## config.mk

```make
export PLATFORM = sky130hd
export DESIGN_NAME = parallel_serial_mc
export DESIGN_NICKNAME = d
export VERILOG_FILES = /design/src/rtl/parallel_serial_mc.sv
export SDC_FILE = /design/constraint.sdc
export NUM_CORES = 1
export LEC_CHECK = 0
export CAP_MARGIN = 40
export CORE_MARGIN = 8
export CORE_UTILIZATION = 45
export DETAILED_ROUTE_END_ITERATION = 16
export MAX_ROUTING_LAYER = met4
export PLACE_DENSITY = 0.66
export SLEW_MARGIN = 40
export SYNTH_ARGS = -nofsm -noshare
export SYNTH_HDL_FRONTEND = slang
export SYNTH_SLANG_ARGS = --single-unit
```

## constraint.sdc

```tcl
create_clock -name clk -period 3.31 [get_ports clk]
set_input_delay 0.8275 -clock clk [delete_from_list [all_inputs] [get_ports clk]]
set_output_delay 0.8275 -clock clk [all_outputs]
set_load 0.01 [all_outputs]
```

## src/rtl/parallel_serial_mc.sv

```systemverilog
// Multi-lane serial frame capture: samples NCH lanes MSB-first, double-buffers whole frames
// and emits them as FIFO_WIDTH-bit words {sof, ovf, chunk[1:0], payload} to a FIFO write port.
module parallel_serial_mc #(
   parameter int NDATA       = 1,
   parameter int NCH         = 8,
   parameter int FRAME_WIDTH = 48,
   parameter int FIFO_WIDTH  = 36
) (
   input  logic                  clk,
   input  logic                  rst,
   input  logic                  start,
   input  logic                  stop,
   input  logic                  trigger,
   input  logic [1:0]            mode,
   input  logic [NCH-1:0]        fd,
   input  logic                  fifo_full,
   output logic                  fifo_wr_en,
   output logic [FIFO_WIDTH-1:0] data_out,
   output logic                  busy,
   output logic [15:0]           frames_done,
   output logic [15:0]           drop_count
);

   localparam int PW     = FIFO_WIDTH - 4;
   localparam int NCHUNK = (FRAME_WIDTH + PW - 1) / PW;
   localparam int PADW   = NCHUNK * PW;
   localparam int PADZ   = PADW - FRAME_WIDTH;
   localparam int BW     = $clog2(FRAME_WIDTH);
   localparam int LW     = (NCH > 1) ? $clog2(NCH) : 1;
   localparam int CW     = (NCHUNK > 1) ? $clog2(NCHUNK) : 1;
   localparam int FCW    = NDATA + 1;

   localparam logic [FCW-1:0] LAST_FRAME = FCW'((1 << NDATA) - 1);
   localparam logic [BW-1:0]  LAST_BIT   = BW'(FRAME_WIDTH - 1);
   localparam logic [LW-1:0]  LAST_LANE  = LW'(NCH - 1);
   localparam logic [CW-1:0]  LAST_CHUNK = CW'(NCHUNK - 1);

   localparam logic [1:0] S_IDLE    = 2'd0;
   localparam logic [1:0] S_ARM     = 2'd1;
   localparam logic [1:0] S_CAPTURE = 2'd2;
   localparam logic [1:0] S_DRAIN   = 2'd3;

   logic [1:0]     state_reg, state_next;
   logic [1:0]     mode_reg, mode_next;
   logic [BW-1:0]  bit_cnt_reg, bit_cnt_next;
   logic [FCW-1:0] frame_cnt_reg, frame_cnt_next;
   logic           shadow_valid_reg, shadow_valid_next;
   logic [LW-1:0]  lane_idx_reg, lane_idx_next;
   logic [CW-1:0]  chunk_idx_reg, chunk_idx_next;
   logic           ovf_reg, ovf_next;
   logic [15:0]    frames_done_reg, frames_done_next;
   logic [15:0]    drop_count_reg, drop_count_next;

   logic                      start_ok, stop_now, wrap, last_word, wr, shadow_free, load, drop;
   logic [NCH-1:0][PADW-1:0]  lane_pad;
   logic [PADW-1:0]           sel_pad;
   logic [PW-1:0]             payload;
   logic [1:0]                chunk_hdr;
   logic                      sof;

   assign start_ok    = start && (state_reg == S_IDLE);
   assign stop_now    = stop && (state_reg == S_CAPTURE) && (mode_reg == 2'd1);
   assign wrap        = (state_reg == S_CAPTURE) && (bit_cnt_reg == LAST_BIT) && !stop_now;
   assign last_word   = (lane_idx_reg == LAST_LANE) && (chunk_idx_reg == LAST_CHUNK);
   assign wr          = shadow_valid_reg && !fifo_full;
   // A shadow whose final word leaves on this edge can accept the next frame on the same edge.
   assign shadow_free = !shadow_valid_reg || (wr && last_word);
   assign load        = wrap && shadow_free;
   assign drop        = wrap && !shadow_free;

   genvar gi;
   generate
      for (gi = 0; gi < NCH; gi++) begin : g_lane
         logic [FRAME_WIDTH-1:0] shift_reg;
         logic [FRAME_WIDTH-1:0] shadow_reg;
         logic [FRAME_WIDTH-1:0] shift_next;

         assign shift_next = {shift_reg[FRAME_WIDTH-2:0], fd[gi]};

         always_ff @(posedge clk or negedge rst) begin
            if (!rst) begin
               shift_reg  <= '0;
               shadow_reg <= '0;
            end else begin
               if (state_reg == S_CAPTURE)
                  shift_reg <= shift_next;
               if (load)
                  shadow_reg <= shift_next;
            end
         end

         // Left-align the frame so the final chunk is zero-padded in its low bits.
         assign lane_pad[gi] = PADW'(shadow_reg) << PADZ;
      end
   endgenerate

   always_comb begin
      sel_pad   = lane_pad[lane_idx_reg];
      payload   = PW'(sel_pad >> (PW * (NCHUNK - 1 - int'(chunk_idx_reg))));
      chunk_hdr = 2'(chunk_idx_reg);
      sof       = (lane_idx_reg == '0) && (chunk_idx_reg == '0);
   end

   assign fifo_wr_en  = wr;
   assign data_out    = shadow_valid_reg ? {sof, ovf_reg, chunk_hdr, payload} : '0;
   assign busy        = (state_reg != S_IDLE);
   assign frames_done = frames_done_reg;
   assign drop_count  = drop_count_reg;

   always_comb begin
      state_next        = state_reg;
      mode_next         = mode_reg;
      bit_cnt_next      = '0;
      frame_cnt_next    = frame_cnt_reg;
      shadow_valid_next = shadow_valid_reg;
      lane_idx_next     = lane_idx_reg;
      chunk_idx_next    = chunk_idx_reg;
      ovf_next          = ovf_reg;
      frames_done_next  = frames_done_reg;
      drop_count_next   = drop_count_reg;

      case (state_reg)
         S_IDLE: begin
            if (start)
               state_next = (mode == 2'd2) ? S_ARM : S_CAPTURE;
         end
         S_ARM: begin
            if (stop)
               state_next = S_IDLE;
            else if (trigger)
               state_next = S_CAPTURE;
         end
         S_CAPTURE: begin
            if (stop_now)
               state_next = S_DRAIN;
            else if (wrap && (frame_cnt_reg == LAST_FRAME) && (mode_reg != 2'd1))
               state_next = S_DRAIN;
            if (!stop_now && !wrap)
               bit_cnt_next = bit_cnt_reg + BW'(1);
         end
         default: begin
            if (shadow_free)
               state_next = S_IDLE;
         end
      endcase

      if (start_ok) begin
         mode_next        = (mode == 2'd3) ? 2'd0 : mode;
         frame_cnt_next   = '0;
         ovf_next         = 1'b0;
         frames_done_next = '0;
         drop_count_next  = '0;
      end

      if (wrap)
         frame_cnt_next = frame_cnt_reg + FCW'(1);

      if (wr) begin
         ovf_next = 1'b0;
         if (chunk_idx_reg == LAST_CHUNK) begin
            chunk_idx_next = '0;
            lane_idx_next  = last_word ? '0 : lane_idx_reg + LW'(1);
         end else begin
            chunk_idx_next = chunk_idx_reg + CW'(1);
         end
         if (last_word) begin
            shadow_valid_next = 1'b0;
            if (frames_done_reg != 16'hFFFF)
               frames_done_next = frames_done_reg + 16'd1;
         end
      end

      if (load)
         shadow_valid_next = 1'b1;

      if (drop) begin
         ovf_next = 1'b1;
         if (drop_count_reg != 16'hFFFF)
            drop_count_next = drop_count_reg + 16'd1;
      end
   end

   always_ff @(posedge clk or negedge rst) begin
      if (!rst) begin
         state_reg        <= S_IDLE;
         mode_reg         <= 2'd0;
         bit_cnt_reg      <= '0;
         frame_cnt_reg    <= '0;
         shadow_valid_reg <= 1'b0;
         lane_idx_reg     <= '0;
         chunk_idx_reg    <= '0;
         ovf_reg          <= 1'b0;
         frames_done_reg  <= '0;
         drop_count_reg   <= '0;
      end else begin
         state_reg        <= state_next;
         mode_reg         <= mode_next;
         bit_cnt_reg      <= bit_cnt_next;
         frame_cnt_reg    <= frame_cnt_next;
         shadow_valid_reg <= shadow_valid_next;
         lane_idx_reg     <= lane_idx_next;
         chunk_idx_reg    <= chunk_idx_next;
         ovf_reg          <= ovf_next;
         frames_done_reg  <= frames_done_next;
         drop_count_reg   <= drop_count_next;
      end
   end

endmodule

```

# Word level (Yosys, flattened, before mapping)
# Index checks and enable logic that the tools add are counted.
[word_totals]
register_bits = 810
input_bits = 16
wordCells = 112
[op_classes]
n_addsub = 7
magnitude_cmp = 1
eq_ne = 14
shift = 1
muxes = 31
bitwise_logic = 1
reduce_logical = 31
[ops]
columns = ["op", "n"]
rows = [
  ["$bmux W64 S3", 1],
  ["$mux W16", 7],
  ["$mux W64", 1],
  ["$shr A64 B32 Y32", 1],
  ["$mux W36", 1],
  ["$add A16 B1 Y16 const B", 2],
  ["$ne A16 B16 Y1 const B", 2],
  ["$mux W2", 10],
  ["$logic_and A1 B1 Y1", 14],
  ["$mux W6", 2],
  ["$reduce_bool A2 Y1", 4],
  ["$mux W1", 7],
  ["$add A6 B1 Y6 const B", 1],
  ["$eq A2 B1 Y1 const B", 3],
  ["$eq A2 B2 Y1 const B", 3],
  ["$eq A6 B6 Y1 const B", 1],
  ["$pmux W2 S3", 1],
  ["$logic_not A1 Y1", 5],
  ["$lt A3 B4 Y1 const B", 1],
  ["$reduce_and A2 Y1", 2],
  ["$reduce_and A4 Y1", 1],
  ["$reduce_bool A4 Y1", 1],
  ["$add A3 B1 Y3 const B", 1],
  ["$eq A3 B3 Y1 const B", 1],
  ["13 further kinds", 13],
]

# Depth between registers and ports, before layout
[logic_depth]
word_depth = 10
mapped_depth = 9

# Worst setup path before layout
# OpenSTA, ideal clock, no wires.
[synth_timing]
kind = "register to output"
start = "reg lane_idx_reg[0]"
end = "out data_out[22]"
arrival_ns = 1.792
required_ns = 2.483
slack_ns = 0.690
path_stages_with_launch = 6
n_path_buf = 2
cell_sequence = "dfrtp_1 -> buf_6 -> buf_12 -> mux4_1 -> mux4_2 -> and2_1"
[synth_between]
elab_chain_cells = 4
[synth_rtl]
columns = ["element", "line", "text"]
rows = [
  ["start, declared", "48", "logic [LW-1:0] lane_idx_reg, lane_idx_next;"],
  ["start signal, assigned", "201", "lane_idx_reg <= lane_idx_next;"],
  ["$bmux W64 S3", "98", "sel_pad = lane_pad[lane_idx_reg];"],
  ["$mux W64 (implied by the code)", "98", ""],
  ["$shr A64 B32 Y32", "99", "payload = PW'(sel_pad >> (PW * (NCHUNK - 1 - int'(chunk_idx_reg))));"],
  ["$mux W36", "105", "assign data_out = shadow_valid_reg ? {sof, ovf_reg, chunk_hdr, payload} : '0;"],
  ["end, declared", "18", "output logic [FIFO_WIDTH-1:0] data_out,"],
]
# No other way between the ends. The select of a mux whose other input is x is not followed.

# Worst setup path after layout
[layout_timing]
start = "reg lane_idx_reg[0]"
end = "out data_out[29]"
# The elaborated chain is that of the path after synthesis.

==> results by group <==
Pwr
  • Leak: 19.4 nW
  • Pwr Density: 647 mW/mm2
  • Tot Pwr: 25.8 mW
  • VDD IR max: 402 uV

GRT
  • Largest net degree at the start of global routing: 78
  • Vias in the first global route: 19800
  • Initial antenna violation count: 0
  • First-pass GRT wire length: 118000 um
  • Total global-route track usage: 0.178
  • Residual overflow from global routing: 0

Route
  • Drt first pass iters: 5
  • DRC Markers: 0
  • DRT iter0 DRCs: 917
  • Final wirelength: 72500 um
  • Routed Antenna Nets: 0
  • Vias: 18400
  • Routed WL per cell: 21.9 um
  • Vias/cell: 5.54

Yosys
  • EDFF count, synth: 0
  • Syn Nets: 2134
  • Mapped Cells: 2107
  • Yosys top cell by area: dfrtp_1
  • Ys async rst share: 1.00
  • Area contributors post-synth: dfrtp_1, mux2_2, mux4_2
  • Register area share after synthesis: 0.595
  • Yosys top cell area share: 0.595
  • Mapped Area: 0.0341 mm2
  • Most used DFF post-synth: dfrtp_1
  • Avg Cell Area, Syn: 16.2 um2
  • Count leader, synth: dfrtp_1
  • Netlist cell types: 57
  • Top post-synthesis cells by count: dfrtp_1, mux2_2, mux4_2
  • Yosys warning count: 0
  • Synth Register Bits: 810

Setup path
  • Worst Setup Path Type: register to primary output
  • Worst path cell trace: buf_6, buf_12, mux4_2, mux4_2, and2_4, buf_6
  • WP buf/inv: 3
  • Critical Path End Type: primary output
  • Crit path max-delay cell type: mux4_2
  • Slowest stage delay, CP: 0.55 ns
  • CP Max Fanout: 6
  • Worst setup SP type: register
  • Crit path required time: 2.48 ns
  • Arrival @ worst endpoint: 2.77 ns
  • Crit path max-delay family: multiplexers

Clocking
  • Clk_lat worst skew: 0.63 ns
  • Sink Count: 810
  • CTS tree: built
  • Hold_buf cts: 0
  • Root buffer cell: clkbuf_16
  • CTS clk-pin slew, worst paths: 0.06 ns
  • Num CTS Buffers: 87
  • H-tree Lvls: 3
  • Clk buf depth: 3

Timing
  • Final worst clock skew: 0.0238 ns
  • Fin. Hold Viols: 0
  • Max-slew headroom: 0.619
  • Final worst path period need: 3.60 ns
  • Final setup fails: 31
  • Max frequency: 0.278 GHz
  • RSZ-0062 raised after global routing: true
  • Count of pins over their slew limit: 0
  • Hold WS: 0.0884 ns
  • Worst Slack Setup Final: -0.287 ns
  • Actual slew at the worst max-slew pin: 0.571 ns
  • Fin crit share: 1.09

Outcome
  • Status: finished with violations
  • Violations in the final reports: setup timing

Floorplan
  • Cell Rows: 101
  • Die area: 0.0848 mm2
  • Boundary pin count: 86
  • Initial Util: 0.452
  • Die Span X: 291 um
  • Die height: 291 um
  • Core area: 0.0754 mm2

Min path
  • Min-delay worst type: primary input to async pin

Cells and area
  • P&R area growth vs syn: 17.1%
  • Nets: 2296
  • Max FFs per register: 384
  • Register Area: 0.0203 mm2
  • Ant diodes: 0
  • # fillers: 6064
  • Area of the multi-input gates: 0.0130 mm2
  • Layout cell share with drive strength beyond 1: 0.496

Place
  • Routability cong.: 0.829
  • Post-DP HPWL: 47600 um
  • Port bufs: 84

Flow run
  • Max_cap viols: 0
==> power breakdown <==
group,switching [mW],leakage (nW),internal (mW),total [mW]
clock network,3.90,1.44,5.93,9.83
registers,0.906,11.1,11.0,11.9
logic,1.89,6.94,2.23,4.12
total,6.69,19.4,19.1,25.8
==> final timing paths <==
path / slack [ns] / start / cells past startpoint / endpoint
worst max-delay path: -0.29 / lane_idx_reg[0] / 6 / data_out[29]
worst min-delay path: 0.09 / rst / 1 / g_lane[0].shift_reg[6]
worst max register to register: 0.22 / lane_idx_reg[0] / 12 / g_lane[6].shadow_reg[23]
worst min register to register: 0.47 / bit_cnt_reg[0] / 1 / bit_cnt_reg[0]
max in group asynchronous: 2.13 / rst / 3 / g_lane[6].shadow_reg[37]
min in group clk: 0.47 / bit_cnt_reg[0] / 1 / bit_cnt_reg[0]
==> what timing repair did <==
item                                    4_1_cts  5_1_grt
cloned                                        7        1
gates resized for setup                     222       36
endpoints found under the hold margin         0        0
endpoints found under the setup margin       34       33
pin swaps                                     7        9
setup buffers                                26       11
==> cells in the final DEF, fill, tap and decap left out, types with 21 or more instances in the layout <==
cell type,synthesis,routed
mux4_2,87,99
buf_12,2,44
dfrtp_1,810,806
mux2_1,35,35
clkbuf_16,0,91
nand2_1,29,28
clkdlybuf4s50_1,0,50
clkbuf_1,48,21
mux2i_1,39,25
buf_4,9,50
buf_6,41,32
mux2_2,726,726
nor2_1,33,25
==> cell families after synthesis <==
group	synth area share
buffers and inverters	0.0274
AND/OR/NAND/NOR	0.0252
AO/OA/AOI/OAI	0.0144
adder cells (fa/ha/maj)	0.00404
flip-flops	0.595
multiplexers	0.332
other	0.000110
XOR/XNOR	0.00180
==> stage by stage <==
step / TNS (ns) / instance area [um2] / std cells / util / setup slack (ns)
3_3_place_gp: -0.00503 / 36300 / 3120 / 0.482 / -0.00503
2_1_floorplan: 0 / 34100 / 2107 / - / 0.690
3_5_place_dp: -0.0344 / 36300 / 3120 / 0.482 / -0.0252
4_1_cts: -7.07 / 39800 / 3307 / 0.527 / -0.385
6_report: -5.42 / 39900 / 3313 / 0.529 / -0.287
5_1_grt: -8.33 / 39900 / 3313 / 0.529 / -0.367
==> cell type report <==
| type | count | area share |
|---|---|---|
| clock inverter | 26 | 0.00853 |
| timing repair buffer | 201 | 0.0599 |
| inverter | 15 | 0.00141 |
| sequential | 810 | 0.508 |
| multi-input combinational | 1154 | 0.327 |
| clock buffer | 129 | 0.0646 |
| tap | 978 | 0.0307 |
==> worst reg2reg max path: stages (launching register included) <==
cell      delay (ns)
dfrtp_4         0.55
buf_6           0.17
buf_12          0.13
buf_6           0.12
buf_6           0.13
ha_1            0.19
ha_1            0.24
nand3b_1        0.16
nand2_1         0.16
nand2b_4        0.18
buf_12          0.21
buf_12          0.31
mux2_2          0.40
==> per-layer routing <==
metal,up-vias,GRT usage,part of all wire
li1,8073,-,-
met1,9773,0.237,0.45
met2,377,0.277,0.48
met3,136,0.0360,0.044
met4,0,0.0521,0.027
met5,-,-,0
(Power assumes the default switching activity.)
